File: config.mk
export PLATFORM = sky130hd
export DESIGN_NAME = ws2812_rx
export DESIGN_NICKNAME = d
export VERILOG_FILES = /design/src/rtl/ws2812_pkg.sv /design/src/rtl/ws2812_rx_sync.sv /design/src/rtl/ws2812_rx.sv
export SDC_FILE = /design/constraint.sdc
export NUM_CORES = 1
export LEC_CHECK = 0
export CORE_MARGIN = 3
export CORE_UTILIZATION = 40
export DETAILED_ROUTE_END_ITERATION = 16
export SLEW_MARGIN = 20
export SYNTH_ARGS = -nofsm -noshare
export SYNTH_HDL_FRONTEND = slang
export SYNTH_SLANG_ARGS = --single-unit
File: constraint.sdc
create_clock -name clk -period 4.44 [get_ports clk]
set_clock_uncertainty 0.05 [all_clocks]
set_input_delay 0.666 -clock clk [delete_from_list [all_inputs] [get_ports clk]]
set_output_delay 0.666 -clock clk [all_outputs]
set_load 0.02 [all_outputs]
File: src/rtl/ws2812_pkg.sv
// Shared constants, state encoding and helpers for the WS2812B receive path.
package ws2812_pkg;

    // Nominal line timing at a 100 MHz system clock.
    localparam int unsigned CLK_HZ_DEF         = 100_000_000;
    localparam int unsigned T0H_CYC            = 40;
    localparam int unsigned T1H_CYC            = 80;
    localparam int unsigned BIT_PERIOD_CYC     = 125;
    localparam int unsigned LATCH_CYC          = 5000;

    // Decoder thresholds.
    localparam int unsigned BIT_THRESH_DEF     = 60;
    localparam int unsigned MIN_HIGH_DEF       = 10;
    localparam int unsigned MAX_HIGH_DEF       = 150;
    localparam int unsigned BITS_PER_PIXEL_DEF = 24;
    localparam int unsigned PX_NUM_DEF         = 52;
    localparam int unsigned PX_COUNT_WIDTH_DEF = 6;

    // Receiver states.
    typedef enum logic [1:0] {
        S_SYNC,
        S_IDLE,
        S_HIGH,
        S_LOW
    } rx_state_t;

    // Sticky error flag positions.
    localparam int unsigned ERR_TIMING   = 0;
    localparam int unsigned ERR_PARTIAL  = 1;
    localparam int unsigned ERR_OVERFLOW = 2;

    // GRB word layout, green transmitted first.
    localparam int unsigned COLOR_W = 8;
    localparam int unsigned G_LSB   = 16;
    localparam int unsigned R_LSB   = 8;
    localparam int unsigned B_LSB   = 0;

    // High time a driver uses for a given data bit.
    function automatic int unsigned bit_high_cyc(input logic b);
        return b ? T1H_CYC : T0H_CYC;
    endfunction

    // Remaining low time that completes a nominal bit period.
    function automatic int unsigned bit_low_cyc(input logic b);
        return BIT_PERIOD_CYC - bit_high_cyc(b);
    endfunction

    // Assemble a 24-bit GRB word from its colour channels.
    function automatic logic [23:0] grb_pack(input logic [7:0] g, input logic [7:0] r,
                                             input logic [7:0] b);
        logic [23:0] word;
        word = '0;
        word[G_LSB +: COLOR_W] = g;
        word[R_LSB +: COLOR_W] = r;
        word[B_LSB +: COLOR_W] = b;
        return word;
    endfunction

endpackage

File: src/rtl/ws2812_rx_sync.sv
// Brings the asynchronous serial line into the clock domain and flags its edges.
module ws2812_rx_sync (
    input  logic clk,
    input  logic reset,
    input  logic din,
    output logic din_s,
    output logic rise,
    output logic fall
);

    logic din_meta;
    logic din_prev;

    // Two-flop synchronizer followed by a one-sample history for edge detection.
    always_ff @(posedge clk or negedge reset) begin
        if (!reset) begin
            din_meta <= 1'b0;
            din_s    <= 1'b0;
            din_prev <= 1'b0;
        end else begin
            din_meta <= din;
            din_s    <= din_meta;
            din_prev <= din_s;
        end
    end

    assign rise = din_s & ~din_prev;
    assign fall = ~din_s & din_prev;

endmodule

File: src/rtl/ws2812_rx.sv
// WS2812B line decoder: measures high pulses, rebuilds GRB pixels and detects the latch gap.
module ws2812_rx
    import ws2812_pkg::*;
#(
    parameter int unsigned CLK_HZ         = CLK_HZ_DEF,
    parameter int unsigned BIT_THRESH_CYC = BIT_THRESH_DEF,
    parameter int unsigned MIN_HIGH_CYC   = MIN_HIGH_DEF,
    parameter int unsigned MAX_HIGH_CYC   = MAX_HIGH_DEF,
    parameter int unsigned RESET_CYC      = LATCH_CYC,
    parameter int unsigned BITS_PER_PIXEL = BITS_PER_PIXEL_DEF,
    parameter int unsigned PX_NUM         = PX_NUM_DEF,
    parameter int unsigned PX_COUNT_WIDTH = PX_COUNT_WIDTH_DEF
) (
    input  logic                      clk,
    input  logic                      reset,
    input  logic                      din,
    input  logic                      err_clr,
    output logic                      pixel_valid,
    output logic [BITS_PER_PIXEL-1:0] pixel,
    output logic [PX_COUNT_WIDTH-1:0] px_num,
    output logic                      frame_done,
    output logic [PX_COUNT_WIDTH:0]   frame_px_count,
    output logic [2:0]                err,
    output logic                      synced
);

    // The clock rate is informational; every limit below is already in cycles.
    localparam int unsigned clk_hz_unused = CLK_HZ;

    localparam int unsigned HIGH_W = $clog2(MAX_HIGH_CYC) + 1;
    localparam int unsigned LOW_W  = $clog2(RESET_CYC) + 1;
    localparam int unsigned BIT_W  = $clog2(BITS_PER_PIXEL) + 1;
    localparam int unsigned PX_CW  = PX_COUNT_WIDTH + 1;

    localparam logic [HIGH_W-1:0] HIGH_MIN  = HIGH_W'(MIN_HIGH_CYC);
    localparam logic [HIGH_W-1:0] HIGH_THR  = HIGH_W'(BIT_THRESH_CYC);
    localparam logic [HIGH_W-1:0] HIGH_MAX  = HIGH_W'(MAX_HIGH_CYC);
    localparam logic [HIGH_W-1:0] HIGH_LAST = HIGH_W'(MAX_HIGH_CYC - 1);
    localparam logic [LOW_W-1:0]  LOW_MAX   = LOW_W'(RESET_CYC);
    localparam logic [LOW_W-1:0]  LOW_LAST  = LOW_W'(RESET_CYC - 1);
    localparam logic [BIT_W-1:0]  BIT_FULL  = BIT_W'(BITS_PER_PIXEL);
    localparam logic [PX_CW-1:0]  PX_LIMIT  = PX_CW'(PX_NUM);

    logic                      din_s;
    logic                      rise;
    logic                      fall;
    rx_state_t                 state;
    logic [HIGH_W-1:0]         high_cnt;
    logic [LOW_W-1:0]          low_cnt;
    logic [BIT_W-1:0]          bit_cnt;
    logic [BITS_PER_PIXEL-1:0] shift_reg;
    logic [PX_CW-1:0]          px_cnt;

    ws2812_rx_sync u_sync (
        .clk   (clk),
        .reset (reset),
        .din   (din),
        .din_s (din_s),
        .rise  (rise),
        .fall  (fall)
    );

    // Receiver FSM. A completed pixel is published on the cycle after its last bit
    // is shifted in; any timing fault drops back to S_SYNC and waits for a clean gap.
    always_ff @(posedge clk or negedge reset) begin
        if (!reset) begin
            state          <= S_SYNC;
            high_cnt       <= '0;
            low_cnt        <= '0;
            bit_cnt        <= '0;
            shift_reg      <= '0;
            px_cnt         <= '0;
            pixel_valid    <= 1'b0;
            pixel          <= '0;
            px_num         <= '0;
            frame_done     <= 1'b0;
            frame_px_count <= '0;
            err            <= '0;
            synced         <= 1'b0;
        end else begin
            pixel_valid <= 1'b0;
            frame_done  <= 1'b0;

            // Later flag writes in this block override the clear, so a fresh error wins.
            if (err_clr) begin
                err <= '0;
            end

            if (bit_cnt == BIT_FULL) begin
                bit_cnt <= '0;
                if (px_cnt < PX_LIMIT) begin
                    pixel       <= shift_reg;
                    px_num      <= px_cnt[PX_COUNT_WIDTH-1:0];
                    pixel_valid <= 1'b1;
                    px_cnt      <= px_cnt + 1'b1;
                end else begin
                    err[ERR_OVERFLOW] <= 1'b1;
                end
            end

            case (state)
                S_SYNC: begin
                    if (din_s) begin
                        low_cnt <= '0;
                    end else if (low_cnt >= LOW_LAST) begin
                        low_cnt <= '0;
                        synced  <= 1'b1;
                        state   <= S_IDLE;
                    end else begin
                        low_cnt <= low_cnt + 1'b1;
                    end
                end

                S_IDLE: begin
                    if (rise) begin
                        high_cnt <= HIGH_W'(1);
                        state    <= S_HIGH;
                    end
                end

                S_HIGH: begin
                    if (fall) begin
                        if (high_cnt < HIGH_MIN) begin
                            err[ERR_TIMING] <= 1'b1;
                            synced          <= 1'b0;
                            low_cnt         <= '0;
                            bit_cnt         <= '0;
                            px_cnt          <= '0;
                            shift_reg       <= '0;
                            state           <= S_SYNC;
                        end else begin
                            shift_reg <= {shift_reg[BITS_PER_PIXEL-2:0], (high_cnt >= HIGH_THR)};
                            bit_cnt   <= bit_cnt + 1'b1;
                            low_cnt   <= LOW_W'(1);
                            state     <= S_LOW;
                        end
                    end else if (high_cnt >= HIGH_LAST) begin
                        high_cnt        <= HIGH_MAX;
                        err[ERR_TIMING] <= 1'b1;
                        synced          <= 1'b0;
                        low_cnt         <= '0;
                        bit_cnt         <= '0;
                        px_cnt          <= '0;
                        shift_reg       <= '0;
                        state           <= S_SYNC;
                    end else begin
                        high_cnt <= high_cnt + 1'b1;
                    end
                end

                S_LOW: begin
                    if (rise) begin
                        high_cnt <= HIGH_W'(1);
                        state    <= S_HIGH;
                    end else if (low_cnt >= LOW_LAST) begin
                        low_cnt        <= LOW_MAX;
                        frame_done     <= 1'b1;
                        frame_px_count <= (px_cnt > PX_LIMIT) ? PX_LIMIT : px_cnt;
                        if (bit_cnt != '0) begin
                            err[ERR_PARTIAL] <= 1'b1;
                        end
                        bit_cnt        <= '0;
                        px_cnt         <= '0;
                        shift_reg      <= '0;
                        state          <= S_IDLE;
                    end else begin
                        low_cnt <= low_cnt + 1'b1;
                    end
                end

                default: begin
                    state <= S_SYNC;
                end
            endcase
        end
    end

endmodule

==> flow_summary.yaml <==
finish:
  fin_util: 0.493
  n_antenna_cell: 0
  nets: 491
  final_layout_size_suffix_gt1_frac: 0.130
  area_growth_pct: 17.4
  design_area_mm2: 0.00577
global_route:
  grt_util_all_layers: 0.155
  grt_busiest_layer: "met2"
  use_met1: 0.220
  grt_pass1_wl_um: 16800
  grt_antenna_before_repair: 0
  grt_pass1_vias: 3320
  met3_usage: 0.0396
  grt_max_degree: 55
  gr-usage-met2: 0.236
  grt_overflow: 0
synth:
  syn_avg_cell_area_um2: 11.3
  netlist_area_mm2: 0.00492
  ys_ff_latch: 108
  yosys.area.top_type: "dfrtp_1"
  synth_cells: 436
  synth_cell_types: 56
  synth_edf_count: 0
  yosysTopAreaCellShare: 0.550
  synthArstFlopShare: 1.00
  synth_nets: 447
  synthTopCellsByArea: "dfrtp_1, mux2_2, a22o_1"
  ys.flop_type: "dfrtp_1"
  synth-seq-area-share: 0.550
  yosysWarningCount: 0
sta:
  slew-limit-headroom: 0.379
  max_freq_ghz: 0.386
  tns_ns: 0
  final.min_clock_period_ns: 2.59
  tightest_slew_ns: 0.927
  period_share: 0.583
  grt_setup_unrepaired: "no"
  slew_violations: 0
  setup_viol_count_final: 0
  hold_viol_final: 0
floorplanning:
  initial_core_util: 0.420
  die_w_um: 117
  pin_count: 47
  core_mm2: 0.0117
  fp-row-count: 39
  die_area_mm2: 0.0137
  die_h_um: 117
detailed_routing:
  wl_per_cell_um: 15.9
  drtIter0Drc: 220
  wl_um: 9970
  route.detailed.drc: 0
  drt_pre_antenna_iters: 4
  ant_nets: 0
  via_per_inst: 5.48
  vias: 3438
clock_network:
  clkTransAtPathRegs_ns: 0.07
  postCtsHoldBufs: 0
  cts_buffers: 9
  cts_resized: 0
  cts.sink_count: 108
  cts_setup_buffers: 0
  clk_path_buf_depth: 2
  cts_tree: "yes"
  htreeDepth: 3
  ctsRootBufferMaster: "clkbuf_16"
  clock_latency_ns: 0.35
setup_path:
  arrival_ns: 2.80
  crit_start: "state[0]$_DFFE_PN0P_"
  crit_fanout: 14
  ff2ff_path_depth: 5
  critPathCapture: "bit_cnt[0]$_DFF_PN0_"
  worstSetupEndpointType: "flop"
  start_kind: "flop"
  cp.required_ns: 4.65
  r2r_start: "state[0]$_DFFE_PN0P_"
  ff2ff_setup_slack_ns: 1.85
  worstReg2RegEnd: "bit_cnt[0]$_DFF_PN0_"
  worst-setup-path-type: "reg -> reg"
place:
  dp_hpwl_um: 6620
  place_area_mm2: 0.00549
  port_buffers: 46
  place_congestion: 0.830
power:
  vdd_ir_drop_max_mv: 0.218
  power.density_mw_per_mm2: 312
  p_leak_uw: 0.00259
  p_total_uw: 1800
status:
  status: "finished clean"
run:
  max-cap-violations: 0
worst_hold_path:
  hold_class: "in -> async"
-- layout by cell type, fill, tap and decap left out, types with 2 or more instances in the layout --
| cell type | n |
|---|---|
| inv_6 | 2 |
| or2_2 | 4 |
| nand2b_1 | 6 |
| nand4_1 | 4 |
| mux2_2 | 29 |
| and3_1 | 6 |
| o21ai_1 | 3 |
| clkdlybuf4s50_1 | 45 |
| xor2_1 | 3 |
| o211ai_1 | 8 |
| a31oi_1 | 3 |
| clkbuf_16 | 9 |
| o22ai_1 | 5 |
| o21ai_0 | 32 |
| a21oi_1 | 10 |
| o2bb2ai_1 | 3 |
| and2_1 | 3 |
| nor4_1 | 6 |
| o211a_1 | 2 |
| nor3_2 | 2 |
| a211oi_1 | 3 |
| ha_1 | 7 |
| a22o_1 | 30 |
| nand2_1 | 29 |
| mux2i_1 | 2 |
| or3b_4 | 2 |
| buf_4 | 6 |
| nor3b_1 | 2 |
| nand3_1 | 13 |
| dfrtp_1 | 108 |
| or3_1 | 2 |
| o41ai_1 | 2 |
| nor3_1 | 12 |
| nor2b_1 | 6 |
| o31ai_1 | 5 |
| nor2_1 | 22 |
| o21a_1 | 5 |
| inv_1 | 22 |
-- cell families after synthesis --
group / Yosys count / synth area share
adders and majority gates: 7 / 0.0178
buffers and inverters: 40 / 0.0377
DFF: 108 / 0.550
AOI/OAI and AO/OA: 122 / 0.181
xor gates and xnor gates: 4 / 0.00713
muxes: 32 / 0.0728
and+or+nand+nor: 123 / 0.134
-- through the flow --
stage          hold slack (ns)  instances  setup WS, ns
6_report                 0.294        627          1.85
5_1_grt                  0.355        627          1.53
4_1_cts                  0.324        627          1.77
3_5_place_dp             0.320        612          1.78
3_3_place_gp             0.327        612          1.85
2_1_floorplan            0.281        436          2.28
-- worst min path at each step --
stage                                    from                     end  slack (ns)  cells after the start
floorplan           u_sync.din_meta$_DFF_PN0_  u_sync.din_s$_DFF_PN0_        0.28                      0
global placement    u_sync.din_meta$_DFF_PN0_  u_sync.din_s$_DFF_PN0_        0.33                      0
detailed placement  u_sync.din_meta$_DFF_PN0_  u_sync.din_s$_DFF_PN0_        0.32                      0
CTS                                     reset  low_cnt[7]$_DFFE_PN0P_        0.32                      1
global route                            reset  low_cnt[4]$_DFFE_PN0P_        0.35                      1
finish                                  reset  low_cnt[7]$_DFFE_PN0P_        0.29                      1
-- synth_stat cells, drive strengths merged (6+ instances only) --
cell,instances
nor2,22
buf,13
nand3,13
a21oi,10
o211ai,8
nand2,29
o21ai,35
nor2b,6
inv,22
nand2b,6
dfrtp,108
mux2,30
nor3,14
a22o,30
o31ai,6
and3,6
nor4,6
ha,7
-- cell type report --
class | instances | area, µm²
tap | 143 | 179
timing repair buffer | 51 | 495
multi-input combinational | 288 | 2030
fill | 1036 | 5940
sequential | 108 | 2700
clock inverter | 5 | 45.0
inverter | 22 | 82.6
clock buffer | 10 | 239
-- critical path, stage by stage, from the launching register on --
cell	delay (ns)
dfrtp_1	0.48
and2b_1	0.27
nand2b_1	0.31
nor3_2	0.84
o21ai_0	0.31
o21ai_0	0.23
-- layer usage --
| layer | share of wire | wire (µm) | vias up |
|---|---|---|---|
| li1 | - | - | 1686 |
| met1 | 0.50 | 4970 | 1681 |
| met2 | 0.45 | 4520 | 63 |
| met3 | 0.037 | 371 | 8 |
| met4 | 0.010 | 102 | 0 |
| met5 | 0 | 0 | - |
-- report_power, final --
group | switching [µW] | leakage [µW] | total (µW) | internal, µW
clock network | 373 | 0.000137 | 775 | 402
registers | 3.50 | 0.00150 | 990 | 986
logic | 27.7 | 0.000956 | 37.9 | 10.2
total | 404 | 0.00259 | 1800 | 1400
Power figures use the tool's default switching activity.
